[src/rtl/mult_pkg.sv]
// Shared types for the shift-add multiplier.
// State encoding is fixed so downstream debug tools can decode it.
package mult_pkg;

    typedef enum logic [1:0] {
        IDLE = 2'b00,
        RUN  = 2'b01,
        DONE = 2'b10
    } mult_state_t;

endpackage

[src/rtl/seq_multiplier.sv]
// Sequential shift-add unsigned multiplier with valid/ready handshakes.
// Terminates as soon as the remaining multiplier bits are all zero.
module seq_multiplier
    import mult_pkg::*;
#(
    parameter int DATA_WIDTH = 8
) (
    input  logic                    clk,
    input  logic                    rst_n,
    input  logic                    in_valid,
    output logic                    in_ready,
    input  logic [DATA_WIDTH-1:0]   op_a,
    input  logic [DATA_WIDTH-1:0]   op_b,
    output logic                    out_valid,
    input  logic                    out_ready,
    output logic [2*DATA_WIDTH:0]   product,
    output logic                    busy
);

    localparam int PW = 2*DATA_WIDTH + 1;

    mult_state_t           state, state_n;
    logic [PW-1:0]         mcand, mcand_n;
    logic [PW-1:0]         acc, acc_n;
    logic [DATA_WIDTH-1:0] mplier, mplier_n;

    always_ff @(posedge clk or negedge rst_n) begin
        if (!rst_n) begin
            state  <= IDLE;
            mcand  <= '0;
            acc    <= '0;
            mplier <= '0;
        end else begin
            state  <= state_n;
            mcand  <= mcand_n;
            acc    <= acc_n;
            mplier <= mplier_n;
        end
    end

    always_comb begin
        state_n  = state;
        mcand_n  = mcand;
        acc_n    = acc;
        mplier_n = mplier;
        unique case (state)
            IDLE: begin
                if (in_valid) begin
                    mcand_n  = {{(PW-DATA_WIDTH){1'b0}}, op_a};
                    mplier_n = op_b;
                    acc_n    = '0;
                    state_n  = (op_a == '0 || op_b == '0) ? DONE : RUN;
                end
            end
            RUN: begin
                if (mplier[0])
                    acc_n = acc + mcand;
                mcand_n  = mcand << 1;
                mplier_n = mplier >> 1;
                if (mplier_n == '0)
                    state_n = DONE;
            end
            DONE: begin
                if (out_ready)
                    state_n = IDLE;
            end
            // 2'b11 is unreachable; recover to IDLE
            default: state_n = IDLE;
        endcase
    end

    assign in_ready  = (state == IDLE);
    assign out_valid = (state == DONE);
    assign busy      = (state == RUN);
    assign product   = acc;

endmodule

[config.mk]
export PLATFORM = sky130hd
export DESIGN_NAME = seq_multiplier
export DESIGN_NICKNAME = d
export VERILOG_FILES = /design/src/rtl/mult_pkg.sv /design/src/rtl/seq_multiplier.sv
export SDC_FILE = /design/constraint.sdc
export NUM_CORES = 1
export LEC_CHECK = 0
export CORE_ASPECT_RATIO = 0.8
export CORE_MARGIN = 3
export CORE_UTILIZATION = 54
export CTS_CLUSTER_DIAMETER = 200
export DETAILED_ROUTE_END_ITERATION = 16
export PLACE_DENSITY = 0.79
export SYNTH_ARGS = -nofsm -noshare
export SYNTH_HDL_FRONTEND = slang
export SYNTH_SLANG_ARGS = --single-unit
[constraint.sdc]
create_clock -name clk -period 2.85 [get_ports clk]
set_clock_uncertainty 0.1 [all_clocks]
set_input_delay 0.57 -clock clk [delete_from_list [all_inputs] [get_ports clk]]
set_output_delay 0.57 -clock clk [all_outputs]
set_load 0.005 [all_outputs]
# Word-level counts from Yosys, hierarchy flattened
# Index checks and enable logic that the tools add are counted.
# classes
add_sub_neg	1
eq_ne	6
mux	12
reduce_logical	9
# op_table
operator	count
17-bit one-hot mux with 2 select lines	2
17-bit two-way mux	3
8-bit logical NOT	3
17-bit adder	1
8-bit one-hot mux with 2 select lines	1
2-bit two-way mux	4
8-bit two-way mux	1
2-bit by 1-bit != test with 1-bit output, second input constant	3
2-bit one-hot mux with 3 select lines	1
3-bit AND reduction	2
2-bit by 1-bit == test with 1-bit output, second input constant	1
2-bit == test, second input constant	1
2-bit logical NOT	1
2-bit != test, second input constant	1
2-bit AND reduction	1
2-bit nonzero test	1
1-bit logical OR	1
# totals
regBits	44
in_bits	20
wordCells	32

# Logic depth before layout (Yosys ltp)
# Gate-level depths: netlist (run 1).
# depth
ltp_word	5
ltp_mapped	9
mapped_depth_nobuf	9

# Worst setup path after synthesis (run 1)
# No wires, ideal clock.
# synth_path
kind	register to register
from	register acc[0] (netlist: product[0])
to	register acc[16] (netlist: product[16])
setup_time_ns	0.128
arrival_ns	1.897
required_time_ns	2.622
slack_ns	0.725
path_stages_with_launch	10
n_path_buf	0
cell_sequence	dfrtp_1 > ha_1 > inv_1 > fa_1 > nand2b_1 > a211oi_2 > o21ai_0 > a21boi_0 > nor4_1 > nand3b_1
# synth_via
elab_chain_cells	3
# synth_lines
item	line_no	text
start, declared	seq_multiplier.sv:24	logic [PW-1:0] acc, acc_n;
start signal, assigned	seq_multiplier.sv:36	acc <= acc_n;
17-bit adder	seq_multiplier.sv:57	acc_n = acc + mcand;
17-bit two-way mux	seq_multiplier.sv:56	if (mplier[0])
17-bit one-hot mux with 2 select lines	seq_multiplier.sv:46	unique case (state)
# No other way between the ends. The select of a mux whose other input is x is not followed.
# A chain may end at the register's enable or synchronous reset.

# Worst setup path in the final report (run 1)
# layout_path
from	register mcand[0]
to	register acc[14] (netlist: product[14])
# layout_via
elab_chain_cells	3
# layout_lines
item	line_no	text
start, declared	seq_multiplier.sv:23	logic [PW-1:0] mcand, mcand_n;
start signal, assigned	seq_multiplier.sv:35	mcand <= mcand_n;
17-bit adder	seq_multiplier.sv:57	
17-bit two-way mux	seq_multiplier.sv:56	
17-bit one-hot mux with 2 select lines	seq_multiplier.sv:46	
# No other way between the ends. The select of a mux whose other input is x is not followed.

==> out/qor.csv, run 1 <==
stage;metric;value;unit
global_route;total track usage;22.5;%
synthesis;synthesized flop and latch total;44;
route;Post-route DRC;0;
floorplan;die height;69.1;um
timing;setup_tns;0;ns
timing;min Tclk post-route;2.54;ns
clocking;CTS tree;built;
finish;Area growth syn-to-layout;19.9;%
setup_path;CP endpoint kind;flop;
route;routed vias/inst;5.99;
run_status;status;completed;
timing;WHS;0.320;ns
clocking;clk buf depth;2;
floorplan;core area;4680;sq um
floorplan;initial core utilization;57.4;%
clocking;Post-CTS Setup Inserts;0;
setup_path;arrival time worst endpoint;2.64;ns
synthesis;Net Count, Synth;326;
placed_design;gpl congestion;0.854;
run;Max-Cap Viols;0;
setup_path;critical path type;flop to flop;
placed_design;post-detail-place hpwl;4460;um
timing;period utilization;89.0;%
synthesis;Post-Syn Instances;289;
timing;max_slew headroom;35.0;%
route;routed vias;2300;
timing;worst-margin pin slew;0.975;ns
clocking;Resized Gates After CTS;0;
setup_path;Startpoint Class;flop;
finish;antenna cells;0;
synthesis;Netlist cell types;47;
synthesis;asr flop ratio synth;100;%
floorplan;die extent in x;84.8;um
floorplan;I/O pin count;40;
timing;Fmax;0.394;GHz
clocking;CTS buffer count;5;
route;initial drt markers;237;
synthesis;top post-synthesis cells by area;dfrtp_1 (41%), ha_1 (7.5%), o21ai_0 (6.9%);
synthesis;number of synthesis warnings;0;
timing;RSZ-0062 raised after global routing;false;
route;DRT Pass-1 Iters;5;
timing;Setup Viol. Count Final;0;
finish;layout cells sized above 1;5.86;%
pwr;leakage power;0.00144;uW
floorplan;die area;5860;sq um
timing;max-slew violation count;0;
synthesis;Post-Syn Area;2680;sq um
placed_design;Port Buf Inserts;39;
synthesis;Seq/Total Area, Yosys;41.0;%
global_route;antenna violations before repair;0;
floorplan;Cell Rows;22;
synthesis;Synth top area share;41.0;%
pwr;pwr/cell area;1070;nW/um^2
worst_hold_path;Hold Crit Class;primary input to asynchronous set/reset pin;
global_route;first-pass GRT wire length;10700;um
clocking;hold_buf cts;0;
synthesis;commonest register cell after synthesis;dfrtp_1;
route;wirelength, routed;6410;um
timing;Final WS setup;0.315;ns
clocking;Worst-path clk slew;0.09;ns
timing;Fin. Hold Viols;0;
clocking;sinks on the clock net;44;
clocking;root buf cell;clkbuf_8;
placed_design;pre-CTS WS;0.393;ns
finish;nets@finish;360;
global_route;largest net degree at the start of global routing;45;
clocking;Clk Latency, worst-skew pair;0.30;ns
setup_path;Worst EP required;2.95;ns
placed_design;DP Area;3090;sq um
synthesis;number of synthesized flops with an enable pin;0;
finish;cell area after layout;3220;sq um
global_route;global route total overflow;0;
route;post-route ant nets;0;
pwr;worst vdd ir;0.000526;V
global_route;vias in the first global route;2125;
clocking;H-tree levels;2;
setup_path;Worst Path Max Fanout;4;
route;Routed WL per cell;16.7;um
synthesis;Synth area leader;dfrtp_1;
synthesis;Syn Area/Cell;9.29;sq um
==> cell usage in the layout (no fill, tap or decap), drive strengths merged, types with 2 or more instances in the layout <==
cell type	instances
mux2i	16
nand2	44
nor2b	6
a211oi	2
o21a	3
nor2	8
xor2	6
nand2b	4
inv	6
o21bai	4
nand4	4
o21ai	38
or4	2
clkbuf	7
nor3	5
ha	16
dfrtp	44
or2	2
a21o	7
xnor2	4
a31oi	2
a22o	10
nand3	5
clkdlybuf4s50	38
nor4	5
o211ai	2
buf	3
a21oi	16
==> final timing paths <==
| kind | startpoint | to | slack [ns] | depth (start not counted) |
|---|---|---|---|---|
| min reg2reg | product[10] | product[10] | 0.41 | 2 |
| min in group clk | product[10] | product[10] | 0.41 | 2 |
| min | rst_n | product[0] | 0.32 | 1 |
| max reg2reg | mcand[0] | product[14] | 0.31 | 9 |
| max | mcand[0] | product[14] | 0.31 | 9 |
| max in group asynchronous | rst_n | mplier[6] | 1.72 | 1 |
==> power breakdown <==
part	total (uW)	internal, uW	switching, uW
Sequential	1140	885	253
Clock	526	310	216
Combinational	1780	795	983
==> cells in the mapped netlist (2+ instances only) <==
cell type  number
dfrtp_1        44
nand2_1        43
o21ai_0        37
a21oi_1        16
ha_1           16
mux2i_1        16
a22o_1         10
nor2_1          8
clkbuf_1        7
a21o_1          6
buf_2           6
inv_1           6
xor2_1          6
nand3_1         5
nor2b_1         5
nor3_1          5
nor4_1          5
nand2b_1        4
nand4_1         4
o21bai_1        4
xnor2_1         4
o21a_1          3
a31oi_1         2
o211ai_1        2
or2_2           2
or4_1           2
==> critical path, cell delays in order, from the launching register on <==
cell      delay, ns
dfrtp_1        0.40
ha_1           0.20
inv_1          0.06
fa_1           0.38
nand2b_1       0.24
a211oi_2       0.30
o21bai_1       0.19
a21oi_1        0.26
nor3_1         0.07
o31ai_1        0.23
==> metrics by stage <==
step,instances,power (uW),utilization (%)
after detailed placement,376,2890,66.1
after global placement,376,2850,66.1
after CTS,384,3430,68.8
after global routing,384,3700,68.8
after floorplan,289,2330,-
final,384,3440,68.8
==> flip-flops by register name, indices dropped and copies added (netlist names) <==
register and count:
mplier 8, state 2, product 17, mcand 17
==> logic make-up after synthesis <==
kind of cell / after synthesis / synth area share [%]
adders and majority gates: 17 / 8.21
AOI/OAI and AO/OA: 93 / 22.3
xor gates and xnor gates: 10 / 3.26
and+or+nand+nor: 89 / 15.9
DFF: 44 / 41.0
muxes: 16 / 5.97
buffers and inverters: 20 / 3.36
==> routing by layer <==
metal,wire length (um),vias up,GRT usage [%]
li1,-,1114,-
met5,0,-,0
met4,69,0,6.33
met1,3290,1102,35.9
met3,330,9,4.66
met2,2720,75,30.3
==> final cells by class <==
class / instances / area, sq um
multi-input combinational: 225 / 1490
fill: 374 / 1460
sequential: 44 / 1100
timing repair buffer: 41 / 400
clock buffer: 7 / 96.3
tap: 60 / 75.1
clock inverter: 1 / 30.0
inverter: 6 / 22.5
Power figures use the tool's default switching activity.
==> run 2: changes to the inputs <==
Settings changed: SETUP_SLACK_MARGIN set to 0.15.
==> run 2 against run 1 <==
Flip-flop and latch count unchanged. Via count decreased by 1.1%. Fmax increased by 0.40%. Register-to-register slack about the same. Clock-buffer cell count unchanged. Clock power about the same. Die area unchanged. Highest routed layer unchanged. Critical path type unchanged.
==> out/qor.csv, run 2 (same netlist as run 1, synthesis figures left out) <==
stage;metric;value;unit
global_route;total track usage;22.5;%
clocking;hold_buf cts;0;
clocking;sinks on the clock net;44;
run;Max-Cap Viols;0;
timing;WHS;0.320;ns
finish;Filler Cell Count;374;
run_status;status;completed;
finish;multi-input logic area;1490;sq um
pwr;leakage power;0.00144;uW
route;routed vias/inst;5.92;
floorplan;initial core utilization;57.4;%
timing;Final WS setup;0.325;ns
finish;nets@finish;360;
setup_path;Worst Path Max Fanout;4;
floorplan;die area;5860;sq um
timing;Setup Viol. Count Final;0;
global_route;largest net degree at the start of global routing;45;
route;initial drt markers;258;
placed_design;Port Buf Inserts;39;
clocking;CTS buffer count;5;
setup_path;arrival time worst endpoint;2.63;ns
timing;max_slew headroom;35.6;%
timing;min Tclk post-route;2.53;ns
finish;commonest cells after routing, fill and taps aside;dfrtp_1 (44), nand2_1 (43), clkdlybuf4s50_1 (38), o21ai_0 (37);
route;routed vias;2275;
finish;Area growth syn-to-layout;19.9;%
route;Post-route DRC;0;
global_route;global route total overflow;0;
clocking;Worst-path clk slew;0.09;ns
pwr;pwr/cell area;1070;nW/um^2
route;DRT Pass-1 Iters;5;
floorplan;die height;69.1;um
worst_hold_path;Hold Crit Class;primary input to asynchronous set/reset pin;
timing;setup_tns;0;ns
global_route;vias in the first global route;2125;
timing;RSZ-0062 raised after global routing;true;
setup_path;reg2reg setup slack;0.32;ns
clocking;H-tree levels;2;
floorplan;Cell Rows;22;
finish;antenna cells;0;
clocking;clk buf depth;2;
pwr;worst vdd ir;0.000526;V
timing;period utilization;88.6;%
floorplan;core area;4680;sq um
finish;Reg area;1100;sq um
placed_design;gpl congestion;0.854;
timing;max-slew violation count;0;
timing;worst-margin pin slew;0.967;ns
global_route;antenna violations before repair;0;
placed_design;pre-CTS WS;0.393;ns
setup_path;Worst EP required;2.95;ns
clocking;Clk Latency, worst-skew pair;0.30;ns
setup_path;Startpoint Class;flop;
route;Routed WL per cell;16.5;um
setup_path;CP endpoint kind;flop;
clocking;CTS tree;built;
route;wirelength, routed;6350;um
timing;Fmax;0.396;GHz
route;post-route ant nets;0;
placed_design;post-detail-place hpwl;4460;um
setup_path;critical path type;flop to flop;
clocking;root buf cell;clkbuf_8;
floorplan;I/O pin count;40;
timing;Fin. Hold Viols;0;
finish;layout cells sized above 1;5.86;%
floorplan;die extent in x;84.8;um
global_route;first-pass GRT wire length;10700;um
finish;most common cell after layout, fill and taps aside;dfrtp_1;
[run 2: cell counts in the layout (fill, tap and decap cells not counted)]
No cell type changed its count.
[run 2: timing repair]
action | CTS | global route
setup endpoints to repair | 0 | 2
buffers inserted | 0 | 0
gates resized for setup | 0 | 1
[run 2: critical path, stage by stage, from the launching register on]
cell      delay, ns
dfrtp_1        0.40
ha_1           0.20
inv_1          0.06
fa_1           0.38
nand2b_1       0.25
a211oi_2       0.30
o21bai_1       0.18
a21oi_1        0.26
nor3_1         0.07
o31ai_1        0.23
[run 2: routing by layer]
layer | GRT usage, % | share of wire, % | vias up
met3 | 4.66 | 7.0 | 6
met2 | 30.3 | 42 | 77
met4 | 6.33 | 0.65 | 0
li1 | - | - | 1116
met5 | 0 | 0 | -
met1 | 35.9 | 50 | 1076
[run 2: layout make-up]
class / instances / area share (%)
clock buffer: 7 / 2.99
clock inverter: 1 / 0.933
inverter: 6 / 0.700
multi-input combinational: 225 / 46.4
sequential: 44 / 34.2
tap: 60 / 2.33
timing repair buffer: 41 / 12.4
[run 2: worst paths after layout]
| check | start | end | cells after the start |
|---|---|---|---|
| worst max-delay path | mcand[0] | product[14] | 9 |
| worst min-delay path | rst_n | product[16] | 1 |
| worst max register to register | mcand[0] | product[14] | 9 |
| worst min register to register | product[10] | product[10] | 2 |
| max in group asynchronous | rst_n | mplier[6] | 1 |
| min in group clk | product[10] | product[10] | 2 |
[run 2: per-stage QoR]
step | total power [uW] | cells | cell area (sq um) | util (%)
after CTS | 3430 | 384 | 3220 | 68.8
final | 3430 | 384 | 3220 | 68.8
after detailed placement | 2890 | 376 | 3090 | 66.1
after global routing | 3700 | 384 | 3220 | 68.8
after global placement | 2850 | 376 | 3090 | 66.1
after floorplan | 2330 | 289 | 2680 | -
[run 2: where the power goes]
group	internal [uW]	switching, uW	leakage [uW]
combinational	795	975	0.000799
sequential	885	252	0.000577
clock	309	214	0.0000645
==> run 3: changes to the inputs <==
Settings changed: CAP_MARGIN set to 20.
==> results of run 3 <==
No change in the layout: final DEF, timing and power equal those of run 2.
